`config.mk`:
```
export PLATFORM = sky130hd
export DESIGN_NAME = i2c_csr_slave_flat
export DESIGN_NICKNAME = d
export VERILOG_FILES = /design/src/rtl/i2c_csr_slave_if.sv /design/src/rtl/i2c_csr_slave.sv /design/src/flat_wrapper.sv
export SDC_FILE = /design/constraint.sdc
export NUM_CORES = 1
export LEC_CHECK = 0
export CAP_MARGIN = 20
export CORE_ASPECT_RATIO = 0.9
export CORE_MARGIN = 5
export CORE_UTILIZATION = 50
export DETAILED_ROUTE_END_ITERATION = 16
export PLACE_DENSITY = 0.73
export SLEW_MARGIN = 40
export SYNTH_ARGS = -nofsm -noshare
export SYNTH_HDL_FRONTEND = slang
export SYNTH_SLANG_ARGS = --single-unit
export TNS_END_PERCENT = 30
```
`constraint.sdc`:
```
create_clock -name clk -period 1.8 [get_ports clk]
set_input_delay 0.54 -clock clk [delete_from_list [all_inputs] [get_ports clk]]
set_output_delay 0.54 -clock clk [all_outputs]
set_load 0.01 [all_outputs]
```
`src/rtl/i2c_csr_slave_if.sv`:
```
// i2c_csr_slave_if: I2C pin and CSR-port bundle between the I2C target and its bus/CSR neighbours.
interface i2c_csr_slave_if;
    logic       scl;
    logic       sda;
    logic       sda_out;
    logic [4:0] csr_a;
    logic [7:0] csr_di;
    logic       csr_we;
    logic [7:0] csr_do;
    modport slave (input scl, sda, csr_di, output sda_out, csr_a, csr_we, csr_do);
    modport master (output scl, sda, csr_di, input sda_out, csr_a, csr_we, csr_do);
endinterface

```
`src/rtl/i2c_csr_slave.sv`:
```
// i2c_csr_slave: I2C target bridging the bus to a 32 x 8-bit CSR space with an auto-incrementing pointer.
module i2c_csr_slave #(
    parameter logic [6:0] I2C_ADDR = 7'h4a
) (
    input logic clk,
    input logic rst,
    i2c_csr_slave_if.slave bus
);
    localparam logic [3:0] S_IDLE     = 4'd0,
                           S_ADDR     = 4'd1,
                           S_ACK_ADDR = 4'd2,
                           S_WR_PTR   = 4'd3,
                           S_ACK_PTR  = 4'd4,
                           S_WR_DATA  = 4'd5,
                           S_ACK_WR   = 4'd6,
                           S_RD_DATA  = 4'd7,
                           S_RD_ACK   = 4'd8,
                           S_IGNORE   = 4'd9;
    logic [1:0] r_scl_s, r_sda_s;
    logic       r_scl_d, r_sda_d;
    logic [3:0] r_state, r_cnt;
    logic [7:0] r_sh, r_do;
    logic [4:0] r_ptr;
    logic       r_ack, r_we, r_sda_out;
    logic       w_scl, w_sda, w_rise, w_fall, w_start, w_stop, w_match, w_rd_load;
    assign w_scl     = r_scl_s[1];
    assign w_sda     = r_sda_s[1];
    assign w_rise    = w_scl & ~r_scl_d;
    assign w_fall    = ~w_scl & r_scl_d;
    assign w_start   = w_scl & r_scl_d & r_sda_d & ~w_sda;
    assign w_stop    = w_scl & r_scl_d & ~r_sda_d & w_sda;
    assign w_match   = r_sh[7:1] == I2C_ADDR;
    // A read byte is fetched at the fall ending the address ACK or a master ACK
    assign w_rd_load = w_fall & ((r_state == S_ACK_ADDR & r_sh[0]) | (r_state == S_RD_ACK & ~r_ack));
    assign bus.sda_out = r_sda_out;
    assign bus.csr_a   = r_ptr;
    assign bus.csr_we  = r_we;
    assign bus.csr_do  = r_do;
    always_ff @(posedge clk) begin
        if (rst) begin
            r_scl_s   <= 2'b11;
            r_sda_s   <= 2'b11;
            r_scl_d   <= 1'b1;
            r_sda_d   <= 1'b1;
            r_state   <= S_IDLE;
            r_cnt     <= 4'd0;
            r_sh      <= 8'd0;
            r_do      <= 8'd0;
            r_ptr     <= 5'd0;
            r_ack     <= 1'b1;
            r_we      <= 1'b0;
            r_sda_out <= 1'b1;
        end else begin
            r_scl_s <= {r_scl_s[0], bus.scl};
            r_sda_s <= {r_sda_s[0], bus.sda};
            r_scl_d <= w_scl;
            r_sda_d <= w_sda;
            r_we    <= 1'b0;
            if (r_we) r_ptr <= r_ptr + 5'd1;
            if (w_start) begin
                r_state   <= S_ADDR;
                r_cnt     <= 4'd0;
                r_sda_out <= 1'b1;
            end else if (w_stop) begin
                r_state   <= S_IDLE;
                r_sda_out <= 1'b1;
            end else if (w_rise) begin
                case (r_state)
                    S_ADDR, S_WR_PTR, S_WR_DATA: begin
                        r_sh  <= {r_sh[6:0], w_sda};
                        r_cnt <= r_cnt + 4'd1;
                        if (r_cnt == 4'd7 && r_state == S_WR_PTR) r_ptr <= {r_sh[3:0], w_sda};
                        if (r_cnt == 4'd7 && r_state == S_WR_DATA) begin
                            r_we <= 1'b1;
                            r_do <= {r_sh[6:0], w_sda};
                        end
                    end
                    S_RD_DATA: r_cnt <= r_cnt + 4'd1;
                    S_RD_ACK:  r_ack <= w_sda;
                    default: ;
                endcase
            end else if (w_rd_load) begin
                r_sh      <= bus.csr_di;
                r_sda_out <= bus.csr_di[7];
                r_ptr     <= r_ptr + 5'd1;
                r_cnt     <= 4'd0;
                r_state   <= S_RD_DATA;
            end else if (w_fall) begin
                case (r_state)
                    S_ADDR: if (r_cnt == 4'd8) begin
                        r_state   <= w_match ? S_ACK_ADDR : S_IGNORE;
                        r_sda_out <= ~w_match;
                    end
                    S_WR_PTR: if (r_cnt == 4'd8) begin
                        r_state   <= S_ACK_PTR;
                        r_sda_out <= 1'b0;
                    end
                    S_WR_DATA: if (r_cnt == 4'd8) begin
                        r_state   <= S_ACK_WR;
                        r_sda_out <= 1'b0;
                    end
                    S_ACK_ADDR: begin
                        r_state   <= S_WR_PTR;
                        r_cnt     <= 4'd0;
                        r_sda_out <= 1'b1;
                    end
                    S_ACK_PTR, S_ACK_WR: begin
                        r_state   <= S_WR_DATA;
                        r_cnt     <= 4'd0;
                        r_sda_out <= 1'b1;
                    end
                    S_RD_DATA: begin
                        r_state   <= (r_cnt == 4'd8) ? S_RD_ACK : S_RD_DATA;
                        r_sda_out <= (r_cnt == 4'd8) ? 1'b1 : r_sh[6];
                        r_sh      <= {r_sh[6:0], 1'b0};
                    end
                    S_RD_ACK: begin
                        r_state   <= S_IGNORE;
                        r_sda_out <= 1'b1;
                    end
                    default: ;
                endcase
            end
        end
    end
endmodule

```
`src/flat_wrapper.sv`:
```
// flat-port wrapper written by rule: the top's interface ports become plain ports
module i2c_csr_slave_flat 
#(
    parameter logic [6:0] I2C_ADDR = 7'h4a
)
  (clk, rst, bus_scl, bus_sda, bus_csr_di, bus_sda_out, bus_csr_a, bus_csr_we, bus_csr_do);
  i2c_csr_slave_if bus_i ();
  input logic clk;
  input logic rst;
  input wire logic [$bits(bus_i.scl)-1:0] bus_scl;
  input wire logic [$bits(bus_i.sda)-1:0] bus_sda;
  input wire logic [$bits(bus_i.csr_di)-1:0] bus_csr_di;
  output wire logic [$bits(bus_i.sda_out)-1:0] bus_sda_out;
  output wire logic [$bits(bus_i.csr_a)-1:0] bus_csr_a;
  output wire logic [$bits(bus_i.csr_we)-1:0] bus_csr_we;
  output wire logic [$bits(bus_i.csr_do)-1:0] bus_csr_do;
  assign bus_i.scl = bus_scl;
  assign bus_i.sda = bus_sda;
  assign bus_i.csr_di = bus_csr_di;
  assign bus_sda_out = bus_i.sda_out;
  assign bus_csr_a = bus_i.csr_a;
  assign bus_csr_we = bus_i.csr_we;
  assign bus_csr_do = bus_i.csr_do;
  i2c_csr_slave #(.I2C_ADDR(I2C_ADDR)) u_core (.clk(clk), .rst(rst), .bus(bus_i));
endmodule
```
==> results of run 1 <==
==> area by class of cell <==
| cell class | count | area (um2) | share of cell area (%) |
|---|---|---|---|
| clock buffer | 6 | 82.6 | 2.73 |
| tap | 60 | 75.1 | 2.48 |
| timing repair buffer | 75 | 642 | 21.2 |
| clock inverter | 2 | 12.5 | 0.413 |
| inverter | 9 | 33.8 | 1.12 |
| multi-input combinational | 183 | 1410 | 46.6 |
| sequential | 38 | 769 | 25.4 |
==> layout by cell type (no fill, tap or decap), types with 3 or more instances in the layout <==
cell type        netlist  routed
buf_4                  4      47
dfxtp_1               38      31
clkdlybuf4s50_1        0      25
nor2_1                20      20
nand2_1               20      19
mux2i_1               17      17
a21oi_1               13      12
nand3_1                9       8
inv_1                  9       7
dfxtp_2                0       7
or2_2                  7       6
o21ai_0                7       6
o2bb2ai_1              6       6
clkbuf_8               0       6
xor2_1                 5       5
o22ai_1                5       5
xnor2_1                4       4
ha_1                   7       4
o21a_1                 4       3
nand4_1                3       3
a22oi_2                0       3
==> layer usage <==
metal | up-vias | routed length (um) | global-route usage, %
met5 | - | 0 | 0
met4 | 0 | 87 | 5.25
met3 | 12 | 474 | 4.69
met2 | 84 | 2800 | 32.3
met1 | 1003 | 2690 | 28.5
li1 | 1029 | - | -
==> where the power goes <==
group / switching, mW / internal, mW
combinational: 0.113 / 0.113
sequential: 0.0155 / 0.851
clock: 0.319 / 0.308
==> worst paths after layout <==
| kind | slack, ns | startpoint | to | cells past startpoint |
|---|---|---|---|---|
| setup / recovery | 0.002 | u_core.r_scl_d$_SDFF_PP1_ | u_core.r_cnt[2]$_SDFFE_PP0P_ | 7 |
| setup reg to reg | 0.002 | u_core.r_scl_d$_SDFF_PP1_ | u_core.r_cnt[2]$_SDFFE_PP0P_ | 7 |
| hold / removal | 0.42 | u_core.r_scl_s[0]$_SDFF_PP1_ | u_core.r_scl_s[1]$_SDFF_PP1_ | 1 |
| hold reg to reg | 0.42 | u_core.r_scl_s[0]$_SDFF_PP1_ | u_core.r_scl_s[1]$_SDFF_PP1_ | 1 |
==> metrics by stage <==
stage / power (mW) / utilization, % / std cells / TNS [ns] / worst slack (ns)
3_5_place_dp: 1.08 / 65.7 / 356 / -0.635 / -0.0847
4_1_cts: 1.70 / 68.6 / 365 / -0.0163 / -0.0163
6_report: 1.72 / 72.8 / 373 / 0 / 0.00162
5_1_grt: 1.78 / 72.8 / 373 / -0.263 / -0.146
3_3_place_gp: 1.08 / 65.7 / 356 / -0.0535 / -0.0399
2_1_floorplan: 0.995 / - / 244 / 0 / 0.000273
==> what timing repair did <==
action	in CTS	in global routing
endpoints found under the setup margin	14	25
endpoints found under the hold margin	0	0
buffers inserted	1	8
resized for setup	8	31
cloned	0	0
pin swaps	0	8
==> cells by family (layout without fill, tap and decap cells) <==
logic type / count (synthesis) / count (layout) / synth area share (%)
buffers and inverters: 23 / 92 / 6.05
adder cells (fa/ha/maj): 7 / 7 / 4.00
AND/OR/NAND/NOR: 85 / 85 / 21.6
multiplexers: 17 / 17 / 7.76
AO/OA/AOI/OAI: 65 / 65 / 22.3
flip-flops: 38 / 38 / 34.7
XOR/XNOR: 9 / 9 / 3.60
==> sequential cells by signal (all words and copies together), names as in the netlist <==
signal              cells
u_core.bus.csr_do       8
u_core.r_sh             8
u_core.bus.csr_a        5
u_core.r_cnt            4
u_core.r_state          4
u_core.r_scl_s          2
u_core.r_sda_s          2
u_core.bus.csr_we       1
u_core.bus.sda_out      1
u_core.r_ack            1
u_core.r_scl_d          1
u_core.r_sda_d          1
==> impl_metrics.tcl, run 1 <==
set metrics [dict create \
    slowest_stage "dfxtp_2" \
    nNetsFinal 331 \
    via_per_inst 5.71 \
    ir_drop_mv 0.677 \
    antenna_found_initial 0 \
    grt_use_total_pct 20.5 \
    period_needed_ns 1.80 \
    core_um2 4160 \
    fin_area_um2 3030 \
    post-dp-hpwl_um 4190 \
    drc 0 \
    cts_inserted_buffers 5 \
    grt_overflow 0 \
    crit_path_end_kind "flip-flop" \
    synthToLayoutAreaGrowth_pct 38.1 \
    fp.dieW_um 79.8 \
    syn_inst 244 \
    hold_path_class "flip-flop to flip-flop" \
    drt-pass1-iter-count 5 \
    synthFlopType "dfxtp_1" \
    synth_top_area_share_pct 34.7 \
    setup_viol 0 \
    synth-edff-count 0 \
    ys_ff_latch 38 \
    wl_per_cell_um 16.2 \
    rsz0062_at_grt "true" \
    tritoncts "built" \
    synth_area_leaders "dfxtp_1 (35%), mux2i_1 (7.8%), ha_1 (4.0%)" \
    synth_cell_types 59 \
    clock-sinks 38 \
    clk_latency_ns 0.29 \
    synth_most_common_cell "dfxtp_1" \
    clockBufferDepth 2 \
    yosys_warnings 0 \
    cts_hold_buf 0 \
    first_iter_violations 208 \
    rows 22 \
    synth_common_cells "dfxtp_1 (38), nand2_1 (20), nor2_1 (20)" \
    ant_nets 0 \
    worst_path_most_repeated_cell "o21ai_0" \
    path_clk_slew_ns 0.08 \
    crit_type "flip-flop to flip-flop" \
    gp_congestion 0.880 \
    worst_setup_path_start_kind "flip-flop" \
    pin_count 27 \
    placed_cell_area_um2 2730 \
    period_share_pct 99.9 \
    maxCapViolCount 0 \
    fillCellCount 319 \
    grt_max_degree 13 \
    synth_top_area_cell "dfxtp_1" \
    status "complete, no violations" \
    io_buffers 26 \
    ys_async_sr_fraction_pct 0 \
    fmax_ghz 0.556 \
    layout-drive-gt1-share_pct 33.2 \
    worstPathRequired_ns 1.97 \
    crit_fanout 5 \
    slew_violations 0 \
    grt_pass1_wl_um 9470 \
    start_util_pct 52.7 \
    grt_pass1_vias 1960 \
    cellPowerDensity_nw_per_um2 568 \
    cts_max_level 2 \
    path_delay_family "simple AND/OR/NAND/NOR gates" \
    vias 2128 \
    syn_area_per_cell_um2 8.98 \
    finalWirelength_um 6060 \
    antenna_cells 0 \
    p_leak_nw 1.14 \
    synth_area_um2 2190 \
    cts-root-buf "clkbuf_8" \
    slew_headroom_pct 74.9 \
    tightest_slew_ns 0.375 \
    yosysSeqAreaShare_pct 34.7 \
    dieHeight_um 72.8 \
    crit_buf_inv 1 \
    finClkSkew_ns 0.00679 \
    synth_nets 263 \
    die_area_um2 5810 \
    hold_slack_ns 0.420 \
    critPathArrivalTime_ns 1.97 \
    max_stage_delay_ns 0.34 \
    hold_violations 0 \
    worstPathCellList "buf_4, ha_1, and3b_1, nor2_1, o21ai_0, o21ai_0, a21oi_1" \
]
Power figures use the tool's default switching activity.
==> run 2: changes to the inputs <==
Settings changed: HOLD_SLACK_MARGIN set to 0.06.
==> results of run 2 <==
Final layout, timing and power as in run 1 (identical DEF).
